File: config.mk
export PLATFORM = sky130hd
export DESIGN_NAME = output_argmax
export DESIGN_NICKNAME = d
export VERILOG_FILES = /design/src/rtl/output_argmax.sv
export SDC_FILE = /design/constraint.sdc
export NUM_CORES = 1
export LEC_CHECK = 0
export BUFFER_PORTS_ARGS = -buffer_cell sky130_fd_sc_hd__buf_2
export CORE_AREA = 2 2 279 281
export CTS_BUF_LIST = sky130_fd_sc_hd__clkbuf_16
export DETAILED_ROUTE_END_ITERATION = 8
export DIE_AREA = 0 0 281 283
export GPL_TIMING_DRIVEN = 0
export PLACE_DENSITY = 0.68
export SLEW_MARGIN = 30
export SYNTH_ARGS = -nofsm -noshare
export SYNTH_HDL_FRONTEND = slang
export SYNTH_SLANG_ARGS = --single-unit
File: constraint.sdc
create_clock -name clk -period 18.1 [get_ports clk]
set_input_delay 0.905 -clock clk [delete_from_list [all_inputs] [get_ports clk]]
set_output_delay 0.905 -clock clk [all_outputs]
set_load 0.05 [all_outputs]
File: src/rtl/output_argmax.sv
// rtl/output_argmax.sv - serial argmax over the MLP output activations
// Snapshots the vector on argmax_go, scans one element per clock, reports winner, value and margin.
module output_argmax #(
  parameter int WIDTH      = 8,
  parameter int OL_neurons = 10,
  parameter int IDX_W      = 4
) (
  input  logic                          clk,
  input  logic                          reset,
  input  logic                          argmax_go,
  input  logic [5*WIDTH*OL_neurons-1:0] output_activations,
  output logic                          busy,
  output logic                          argmax_done,
  output logic [IDX_W-1:0]              digit,
  output logic [5*WIDTH-1:0]            max_activation,
  output logic [5*WIDTH:0]              margin,
  output logic                          result_valid
);

  localparam int AW = 5 * WIDTH;
  localparam int VW = AW * OL_neurons;
  localparam logic [IDX_W-1:0]     LAST_IDX = IDX_W'(OL_neurons - 1);
  localparam logic signed [AW-1:0] MOST_NEG = {1'b1, {(AW-1){1'b0}}};

  typedef enum logic {IDLE, SCAN} state_t;

  state_t               state_q, state_d;
  logic [VW-1:0]        snap_q, snap_d;
  logic [IDX_W-1:0]     idx_q, idx_d;
  logic [IDX_W-1:0]     best_idx_q, best_idx_d;
  logic signed [AW-1:0] best_q, best_d;
  logic signed [AW-1:0] second_q, second_d;
  logic [IDX_W-1:0]     digit_q, digit_d;
  logic [AW-1:0]        max_q, max_d;
  logic [AW:0]          margin_q, margin_d;
  logic                 done_q, done_d;
  logic                 valid_q, valid_d;

  logic signed [AW-1:0] elem;
  logic signed [AW-1:0] nbest, nsecond;
  logic [IDX_W-1:0]     nbest_idx;

  assign elem = snap_q[int'(idx_q) * AW +: AW];

  // One comparison step; strict '>' keeps the lower index on ties while the tie still lands in second.
  always_comb begin
    nbest     = best_q;
    nsecond   = second_q;
    nbest_idx = best_idx_q;
    if (idx_q == '0) begin
      nbest     = elem;
      nbest_idx = '0;
      nsecond   = MOST_NEG;
    end else if (elem > best_q) begin
      nsecond   = best_q;
      nbest     = elem;
      nbest_idx = idx_q;
    end else if (elem > second_q) begin
      nsecond   = elem;
    end
  end

  always_comb begin
    state_d    = state_q;
    snap_d     = snap_q;
    idx_d      = idx_q;
    best_idx_d = best_idx_q;
    best_d     = best_q;
    second_d   = second_q;
    digit_d    = digit_q;
    max_d      = max_q;
    margin_d   = margin_q;
    done_d     = 1'b0;
    valid_d    = valid_q;
    case (state_q)
      IDLE: begin
        if (argmax_go) begin
          snap_d  = output_activations;
          idx_d   = '0;
          state_d = SCAN;
        end
      end
      SCAN: begin
        best_d     = nbest;
        second_d   = nsecond;
        best_idx_d = nbest_idx;
        if (idx_q == LAST_IDX) begin
          digit_d  = nbest_idx;
          max_d    = nbest;
          // One extra bit so the difference of two signed values can never wrap.
          margin_d = {nbest[AW-1], nbest} - {nsecond[AW-1], nsecond};
          done_d   = 1'b1;
          valid_d  = 1'b1;
          state_d  = IDLE;
        end else begin
          idx_d = idx_q + IDX_W'(1);
        end
      end
      default: state_d = IDLE;
    endcase
  end

  always_ff @(posedge clk or negedge reset) begin
    if (!reset) begin
      state_q    <= IDLE;
      snap_q     <= '0;
      idx_q      <= '0;
      best_idx_q <= '0;
      best_q     <= '0;
      second_q   <= '0;
      digit_q    <= '0;
      max_q      <= '0;
      margin_q   <= '0;
      done_q     <= 1'b0;
      valid_q    <= 1'b0;
    end else begin
      state_q    <= state_d;
      snap_q     <= snap_d;
      idx_q      <= idx_d;
      best_idx_q <= best_idx_d;
      best_q     <= best_d;
      second_q   <= second_d;
      digit_q    <= digit_d;
      max_q      <= max_d;
      margin_q   <= margin_d;
      done_q     <= done_d;
      valid_q    <= valid_d;
    end
  end

  assign busy           = (state_q == SCAN);
  assign argmax_done    = done_q;
  assign digit          = digit_q;
  assign max_activation = max_q;
  assign margin         = margin_q;
  assign result_valid   = valid_q;

endmodule

**Yosys cells after proc, flatten, opt, wreduce, memory -nomap -nowiden**

Index checks and enable logic that the tools add are counted.

- Mux-type cells: 15
- $mul: 1
- Add/subtract/negate cells: 2
- Eq/ne operators: 3
- Reduce and logical (&&, ||, !) cells: 4
- Bitwise operators: 1
- Shift operators: 1
- $lt $le $gt $ge: 2

Operator list:

| kind | number |
|---|---|
| 400-bit by 11-bit indexed part select with 40-bit output | 1 |
| 40-bit two-way mux | 5 |
| 40-bit > comparator | 2 |
| 40-bit by 40-bit subtractor with 41-bit output | 1 |
| 4-bit two-way mux | 4 |
| 4-bit case mux with 2 select lines | 1 |
| 4-bit by 3-bit multiplier with 7-bit output, second input constant | 1 |
| 2-bit AND reduction | 3 |
| 4-bit by 1-bit adder with 4-bit output, second input constant | 1 |
| 4-bit == test, second input constant | 1 |
| 4-bit logical NOT | 1 |
| 1-bit two-way mux | 4 |
| 2-bit != test, second input constant | 2 |
| 1-bit case mux with 2 select lines | 1 |
| 1-bit NOT | 1 |

- Input port bits: 403
- Output and inout bits: 88
- Bits in registers: 576
- Logic and storage cells: 40

**Depth between registers and ports, before layout**

Gate-level depths: netlist of run 1.

- Word-level depth: 7
- Gate-level depth with buffers: 30
- Gate-level depth less buffers: 26

**Worst setup path before layout of run 1**

No wires, ideal clock.

- Path type: flip-flop to flip-flop
- From: register idx_q[0]
- To: register margin_q[36], in the netlist margin[36]
- Data arrival time: 7.067 ns
- Path buffers: 5
- Clock period less this slack: 7.137 ns
- Library setup time: 0.070 ns
- Setup slack: 10.963 ns
- Stages on the path, launching flop included: 29
- Data required time: 18.030 ns
- Cells stage by stage: dfrtp_1 -> clkbuf_1 -> buf_1 -> mux4_2 -> a221oi_1 -> a21oi_1 -> ha_1 -> a21o_1 -> a21o_1 -> a21oi_1 -> o21ai_0 -> a21o_1 -> or3_1 -> o211ai_1 -> buf_2 -> buf_2 -> clkbuf_1 -> o22ai_1 -> ha_1 -> fa_1 -> nand2b_1 -> a21oi_1 -> o211ai_1 -> and3_1 -> o41ai_2 -> a31oi_1 -> o211a_1 -> or4_1 -> nand3_1

- Longest elaborated chain between the ends: 7
- Elaborated cells between the ends (all ways): 13
- Those cells by class: 1 x add/sub; 1 x mul; 2 x order compare; 1 x eq/ne; 1 x shift; 5 x mux; 2 x reduce/logical

RTL lines:

| item | line | source |
|---|---|---|
| start: declaration | 29 | `logic [IDX_W-1:0] idx_q, idx_d;` |
| start signal: assignment | 119 | `idx_q <= idx_d;` |
| 4-bit by 3-bit multiplier with 7-bit output | 43 | `assign elem = snap_q[int'(idx_q) * AW +: AW];` |
| 400-bit by 11-bit indexed part select with 40-bit output | 43 |  |
| 40-bit > comparator | 58 | `end else if (elem > second_q) begin` |
| 40-bit two-way mux | 58 |  |
| 40-bit two-way mux | 54 | `end else if (elem > best_q) begin` |
| 40-bit two-way mux * | 50 | `if (idx_q == '0) begin` |
| named net nsecond[0] | 40 | `logic signed [AW-1:0] nbest, nsecond;` |
| 40-bit by 40-bit subtractor with 41-bit output * | 91 | `margin_d = {nbest[AW-1], nbest} - {nsecond[AW-1], nsecond};` |
| end signal: assignment | 125 | `margin_q <= margin_d;` |
| end: declaration | 35 | `logic [AW:0] margin_q, margin_d;` |

Mark *: on every way through the listed nets, which the timed path passes. The rest lies on a longest branch.
A chain may end at the register's enable or synchronous reset.

**Final worst setup path of run 1**

Same ends and word-level chain as after synthesis.

==> results of run 1 <==
[placed cells by master, fill, tap and decap left out, drive strengths merged, types with 3 or more instances in the layout]
cell,count
o21ai,63
o31ai,5
nand3,22
nor2,19
mux2i,49
o22ai,4
nand2b,7
buf,554
nand4,21
nor3,47
and4,6
a221oi,41
ha,123
o22a,38
inv,120
diode,14
mux4,80
and2,3
nor2b,10
a221o,41
a211oi,3
clkinv,28
xor2,12
dfrtp,576
nand2,1360
a31oi,9
o21a,10
a21o,46
xnor2,20
a22o,4
clkbuf,217
or3,6
and3,10
mux2,155
a21oi,98
bufinv,9
o21bai,5
o211ai,10
[synthesized netlist by cell type (12+ instances only)]
cell type,number
o22a_1,38
inv_1,105
buf_1,24
mux2_1,111
a221oi_1,41
ha_1,123
o21ai_0,37
buf_2,31
a21o_1,46
nand4_1,21
clkbuf_1,145
o21ai_1,26
mux2i_1,49
nor3_1,47
mux4_2,80
nor2_1,19
xnor2_1,20
a21oi_1,98
nand3_1,22
nand2_1,1360
mux2_2,44
xor2_1,12
a221o_1,41
dfrtp_1,576
[metrics by stage]
| stage | hold WS (ns) | cells | worst slack, ns | util (%) | instance area, um2 |
|---|---|---|---|---|---|
| floorplan | 0.438 | 3239 | 10.96 | - | 30300 |
| global placement | 0.450 | 4769 | 4.00 | 44.4 | 34000 |
| detailed placement | 0.454 | 4779 | 8.06 | 44.7 | 34300 |
| CTS | 0.171 | 4899 | 7.97 | 47.6 | 36500 |
| global route | 0.193 | 4910 | 7.54 | 47.7 | 36600 |
| finish | 0.181 | 4914 | 7.71 | 47.7 | 36600 |
[sequential cells by signal, summed over array words and instances (netlist names), 4 cells and up]
signal / cells
idx_q: 4
snap_q: 400
second_q: 40
margin: 41
digit: 4
best_q: 40
best_idx_q: 4
max_activation: 40
[critical path, delay by kind of cell (launching register included)]
| kind | cells | cell delay, ns |
|---|---|---|
| buf+inv | 6 | 2.93 |
| simple gates | 8 | 2.28 |
| flops | 1 | 0.39 |
| fa+ha+maj | 3 | 1.10 |
| compound gates | 10 | 3.20 |
| mux | 1 | 0.39 |
[how the worst max path moves through the flow]
| stage | end | slack, ns | cells past startpoint |
|---|---|---|---|
| after CTS | margin[36] | 7.97 | 28 |
| after global placement | margin[16] | 4.00 | 1 |
| after floorplan | margin[36] | 10.96 | 28 |
| final | margin[36] | 7.71 | 28 |
| after global routing | margin[36] | 7.54 | 28 |
| after detailed placement | margin[36] | 8.06 | 28 |
[cells by family after synthesis]
| logic type | after synthesis | share of synthesized area, % |
|---|---|---|
| fa+ha+maj | 124 | 5.15 |
| buf+inv | 307 | 3.96 |
| simple gates | 1521 | 19.8 |
| compound gates | 395 | 9.21 |
| mux | 284 | 13.3 |
| xor+xnor | 32 | 0.926 |
| flops | 576 | 47.6 |
[metal layers]
metal	vias to the layer above	track usage, %
met5	-	0
met4	8	10.8
met3	211	4.39
met2	1042	44.7
li1	12140	-
met1	13021	36.9
[cell type report]
cell class,count,area [um2]
antenna,14,35.0
buffer,201,807
clock buffer,69,1730
clock inverter,51,547
fill,7364,40100
inverter,106,398
multi-input combinational,2356,14700
sequential,576,14400
tap,1040,1300
timing repair buffer,501,2680
==> impl_results.md, run 1 <==
- Die Y: 283 um
- Max frequency: around 96 MHz
- Period Utilization, post-route: 57.4%
- Rel. slew slack: 34.8%
- Die X: 281 um
- First-pass GRT wire length: 164000 um
- DR vias/cell: 5.38
- Post-synth EDFFs: 0
- Post-CTS Hold Fix Bufs: 0
- R2R setup slack: 7.71 ns
- Gate Count Post-Synth: roughly 3.2k
- Max Used Layer: met5
- CP Data Required Time: 18.63 ns
- Worst skew pair latency: ~0.64 ns
- MaxCap Viol Count: 0
- Crit-path max cell delay: 0.73 ns
- DRT iter0 DRCs: 2198
- Syn_nets: 3766
- Unrepaired setup endpoints after global routing: no
- WS Path Type: reg -> reg
- Share of cells above drive strength 1: 19.8%
- CTS sink cnt: 576
- Worst-Margin Slew: 0.978 ns
- Cell taking the most area after synthesis: dfrtp_1
- H-tree levels: 3
- Core Box Area: between 70000 and 80000 um2
- Largest net degree at the start of global routing: between 80 and 90
- Hold WC Path Type: in -> async
- Initial antenna violation count: 18
- GRT overflow: 0
- Row count: 102
- Final net count: ~4.3k
- Final hold violation count: 0
- Post-CTS setup buffers: 0
- TritonCTS Buffers: 68
- Die Area: a little under 80000 um2
- Final WL: 110000 um
- Resized cells post-CTS: 0
- CP Launch Type: flop
- Mapped cell area: 30300 um2
- CP Max Fanout: 10
- Syn. warnings: 0
- Gr usage total: 27.5%
- Clock skew: 0.0426 ns
- Worst-path clk slew: 0.06 ns
- Tmin final: 10.39 ns
- Placer Congestion: 0.930
- Seq cells post-synth: 576
- Yosys cell types: between 60 and 70
- Post-synthesis async set-or-reset flop share: 100%
- Residual DRC: 0
- Critical Path AT: between 10 and 15 ns
- Pre-Repair DR Iteration Count: 5
- M1 WL: 46400 um
- Syn_area_per_cell: 9.35 um2
- # IOs: 491
- CTS Buffer Depth: 3
- Routed length on met2: 51600 um
- Seq/Total Area, Yosys: 47.6%
- Drt wl/cell: roughly 22 um
- RR Startpoint: idx_q[0]
- Metal3 WL: 7450 um
- Post-DP HPWL: 85500 um
- Slowest cell on crit path: nor4_1
- Area Growth Syn to Fin: 20.8%
- Initial Utilization: 39.5%
- CTS tree: built
- CP dominant cell by count: buf_2
- Max Transition Viols Final: 0
- Via count: between 20k and 30k
- Port Buffers: 490
- Status: completed
- Top_reg_cell synth: dfrtp_1
- Post-synth top area share: 47.6%
- Vias in the first global route: about 26k
- Setup TNS: 0 ns
- R2R cell count: 28
- Top post-synthesis cells by area: dfrtp_1, nand2_1, mux4_2
- ANT nets after route: 0
- CP Capture Type: flop
- Endpoints failing setup: 0
- Crit path from: idx_q[0]
- Reg2Reg Capture Point: margin[36]
- CTS root buffer: clkbuf_16
Power of run 1 is left out: the tool's default activity adds up to more than one toggle a clock period on the data nets, which glitch-free logic cannot reach.
==> run 2: changes to the inputs <==
==> constraint.sdc (replaced) <==
create_clock -name clk -period 10.5 [get_ports clk]
set_input_delay 0.525 -clock clk [delete_from_list [all_inputs] [get_ports clk]]
set_output_delay 0.525 -clock clk [all_outputs]
set_load 0.05 [all_outputs]
==> impl_results.md, run 2 (synthesis gave the netlist of run 1 again) <==
- Via count: 26.5k
- Slowest cell on crit path: buf_1
- Clock skew: 0.0397 ns
- Period Utilization, post-route: a little over nine tenths
- Worst-Margin Slew: 0.989 ns
- Initial Utilization: about two fifths
- Design area: between 30000 and 40000 um2
- Drt wl/cell: 22.4 um
- Fill cells: approximately 7.4k
- Die Area: 79500 um2
- MaxCap Viol Count: 0
- Max Transition Viols Final: 0
- Metal3 WL: 7470 um
- CP Capture Type: flop
- R2R setup slack: between 0.2 and 0.3 ns
- Flip-flop count of the largest register after layout: 400
- Fin cells: 4914
- H-tree levels: 3
- Status: completed
- RR Startpoint: idx_q[1]
- TritonCTS Buffers: 68
- First-pass GRT wire length: 164000 um
- CTS tree: built
- # IOs: between 400 and 500
- Final WL: around 110000 um
- Post-DP HPWL: 85500 um
- Hold Path Origin: output_activations[84]
- CTS sink cnt: 576
- Share of cells above drive strength 1: 19.9%
- DR vias/cell: between 5 and 6
- Max frequency: 98.0 MHz
- Area of the multi-input gates: 14700 um2
- Die Y: 283 um
- Reg area: 14400 um2
- CP endpoint: margin[36]
- Port Buffers: 490
- Initial antenna violation count: 18
- Core Box Area: 76700 um2
- CP Launch Type: flop
- Final core occ: 47.7%
- Tmin final: 10.20 ns
- CP Data Required Time: 11.03 ns
- Commonest non-fill, non-tap cells in the layout: nand2_1, dfrtp_1, buf_2
- Endpoints failing setup: 0
- CTS Buffer Depth: 3
- CTS root buffer: clkbuf_16
- Max Used Layer: met5
- Worst-path clk slew: 0.06 ns
- Die X: ~280 um
- Largest Register: snap_q
- Hold WC Path Type: in -> reg
- ANT nets after route: 0
- M1 WL: 46600 um
- Worst skew pair latency: about 0.64 ns
- Row count: 102
- Residual DRC: 0
- Reg2Reg Capture Point: margin[36]
- Dpl cell area: 34300 um2
- Placed instance count: roughly 4.8k
- CP Max Fanout: 10
- R2R cell count: 28
- Final hold violation count: 0
- Critical Path AT: around 11 ns
- WS Path Type: reg -> reg
- Unrepaired setup endpoints after global routing: no
- Pre-Repair DR Iteration Count: 6
- Vias in the first global route: 26.4k
- Area Growth Syn to Fin: 20.9%
- DRT iter0 DRCs: roughly 2.1k
- Routed length on met2: ~52000 um
- Largest net degree at the start of global routing: a little over 80
- Crit path from: idx_q[1]
- Rel. slew slack: between 30% and 40%
- Crit-path max cell delay: roughly 0.8 ns
- GRT overflow: 0
- Gr usage total: 27.6%
- Most common cell after layout, fill and taps aside: nand2_1
- Placer Congestion: just over 0.9
- Final net count: between 4k and 5k
## run 2: cell count changes in the layout (fill, tap and decap cells not counted), sizes merged
cell         delta
clkbuf          +1
dlygate4sd3     +1
buf             -1
diode           -1
## run 2: final cells by class
cell class	count	area share [%]
clock buffer	69	4.72
clock inverter	51	1.49
buffer	201	2.21
antenna	13	0.0889
tap	1040	3.56
inverter	106	1.09
multi-input combinational	2356	40.1
sequential	576	39.4
timing repair buffer	502	7.36
## run 2: routing by layer
layer  up-vias  global-route usage [%]
li1      12134                       -
met1     13056                    36.9
met2      1048                    44.7
met3       208                    4.39
met4         8                    10.8
met5         -                       0
## run 2: worst min path at each step
stage / end / slack [ns] / cells after the start
2_1_floorplan: argmax_done / 0.23 / 0
3_3_place_gp: result_valid / 0.45 / 1
3_5_place_dp: result_valid / 0.45 / 1
4_1_cts: snap_q[127] / 0.06 / 3
5_1_grt: snap_q[262] / 0.07 / 3
6_report: snap_q[84] / 0.08 / 3
## run 2: repair_timing
item                                   in CTS  in global routing
hold buffers                                1                  0
setup buffers                               0                  0
resized for setup                           0                  2
endpoints found under the hold margin      45                  0
setup endpoints to repair                   0                  1
## run 2: critical path: cells and delay by family (launching register included)
| kind | cells | cell delay [ns] |
|---|---|---|
| and+or+nand+nor | 9 | 2.37 |
| buffers and inverters | 6 | 3.15 |
| adders and majority gates | 3 | 0.99 |
| muxes | 1 | 0.37 |
| AOI/OAI and AO/OA | 9 | 2.84 |
| DFF | 1 | 0.37 |
## run 2: per-stage QoR
stage	TNS (ns)	hold slack, ns	setup slack (ns)
global placement	-1788.75	0.450	-3.22
CTS	0	0.0552	0.373
global route	0	0.0741	0.0275
detailed placement	0	0.454	0.462
finish	0	0.0766	0.296
floorplan	0	0.229	3.36
Power of run 2 is left out for the same reason.
==> run 3: changes to the inputs <==
--- a/config.mk
+++ b/config.mk
@@ -6,12 +6,14 @@
 export NUM_CORES = 1
 export LEC_CHECK = 0
 export BUFFER_PORTS_ARGS = -buffer_cell sky130_fd_sc_hd__buf_2
+export CELL_PAD_IN_SITES_DETAIL_PLACEMENT = 1
+export CELL_PAD_IN_SITES_GLOBAL_PLACEMENT = 1
 export CORE_AREA = 2 2 279 281
 export CTS_BUF_LIST = sky130_fd_sc_hd__clkbuf_16
 export DETAILED_ROUTE_END_ITERATION = 8
 export DIE_AREA = 0 0 281 283
 export GPL_TIMING_DRIVEN = 0
-export PLACE_DENSITY = 0.68
+export PLACE_DENSITY = 0.83
 export SLEW_MARGIN = 30
 export SYNTH_ARGS = -nofsm -noshare
 export SYNTH_HDL_FRONTEND = slang
==> impl_results.md, run 3 (synthesis gave the netlist of run 1 again) <==
- Worst-Margin Slew: between 1 and 1.5 ns
- Worst-path clk slew: 0.06 ns
- CTS tree: built
- Worst Path Buf+Inv: 6
- CP Launch Type: flop
- Crit-path max cell delay: 0.96 ns
- Flip-flop count of the largest register after layout: 400
- Fill cells: 8952
- CTS sink cnt: 576
- Period Utilization, post-route: 96.2%
- DRT iter0 DRCs: 2213
- Row count: 102
- Max frequency: 99.0 MHz
- Pre-Repair DR Iteration Count: 5
- Final WL: 121000 um
- M1 WL: 48300 um
- Design area: 36400 um2
- Pre-CTS setup slack: approximately 0.31 ns
- CTS Buffer Depth: 3
- Worst skew pair latency: 0.65 ns
- CP Capture Type: flop
- Placer Congestion: 0.917
- Rel. slew slack: a little under 30%
- CP Data Required Time: 11.05 ns
- Dpl cell area: 34300 um2
- Commonest non-fill, non-tap cells in the layout: nand2_1, dfrtp_1, buf_2
- Setup ws final: 0.400 ns
- First-pass GRT wire length: 182000 um
- Slowest cell on crit path: a221oi_1
- Final core occ: 47.5%
- TritonCTS Buffers: 67
- Die Area: 79500 um2
- Max Used Layer: met5
- Core Box Area: 76700 um2
- Final hold violation count: 0
- Final net count: 4334
- ANT nets after route: 0
- # IOs: 491
- Metal3 WL: 7420 um
- CTS root buffer: clkbuf_16
- WS Path Type: reg -> reg
- Drt wl/cell: 24.6 um
- Share of cells above drive strength 1: 19.6%
- Residual DRC: 0
- MaxCap Viol Count: 0
- Vias in the first global route: 29.4k
- Initial Utilization: ~39%
- DR vias/cell: 5.59
- Critical Path AT: approximately 11 ns
- Area Growth Syn to Fin: 20.4%
- Via count: about 27k
- H-tree levels: 3
- Initial antenna violation count: 22
- Top Family by Delay on Critical Path: compound AO/OA/AOI/OAI gates
- Max Transition Viols Final: 0
- Post-CTS setup buffers: 0
- Die Y: 283 um
- Clock skew: 0.0399 ns
- CP Max Fanout: 10
- Die X: 281 um
- Setup TNS: 0 ns
- Routed length on met2: around 60000 um
- Post-DP HPWL: just over 90000 um
- Largest Register: snap_q
- Most common cell after layout, fill and taps aside: nand2_1
- Unrepaired setup endpoints after global routing: no
- Tmin final: 10.10 ns
- Gr usage total: 30.3%
- Hold WC Path Type: in -> reg
- Endpoints failing setup: 0
- GRT overflow: 0
- Largest net degree at the start of global routing: 88
- Port Buffers: 490
- Status: completed
[run 3: layer usage]
metal	up-vias	global-route usage [%]
li1	12095	-
met1	13901	38.1
met2	1111	50.6
met3	313	4.90
met4	26	14.9
met5	-	0
[run 3: repair_timing]
item | in CTS | in global routing
gates resized for setup | 0 | 4
endpoints found under the hold margin | 48 | 0
hold buffers | 1 | 0
endpoints found under the setup margin | 0 | 4
[run 3: final timing paths]
path / startpoint / endpoint / slack [ns] / cells past startpoint
min reg2reg: result_valid / result_valid / 0.46 / 1
min in group asynchronous: reset / digit[0] / 0.42 / 2
max reg2reg: idx_q[1] / margin[36] / 0.40 / 29
min: output_activations[303] / snap_q[303] / 0.07 / 3
max: idx_q[1] / margin[36] / 0.40 / 29
max in group asynchronous: reset / snap_q[7] / 8.38 / 6
[run 3: worst min-delay path, delay by kind of cell]
kind          cells  cell delay (ns)
simple gates      2             0.08
buf+inv           1             0.08
[run 3: metrics by stage]
stage / hold slack (ns) / cells
global route: 0.0748 / 4907
CTS: 0.0487 / 4900
floorplan: 0.229 / 3239
finish: 0.0717 / 4909
global placement: 0.444 / 4769
detailed placement: 0.451 / 4777
[run 3: cell type report]
| type | count | area (um2) | share of cell area (%) |
|---|---|---|---|
| antenna | 9 | 22.5 | 0.0618 |
| buffer | 201 | 810 | 2.22 |
| clock buffer | 68 | 1700 | 4.67 |
| clock inverter | 54 | 429 | 1.18 |
| inverter | 106 | 398 | 1.09 |
| multi-input combinational | 2356 | 14700 | 40.3 |
| sequential | 576 | 14400 | 39.6 |
| tap | 1040 | 1300 | 3.57 |
| timing repair buffer | 499 | 2690 | 7.39 |
Power of run 3 is left out for the same reason.
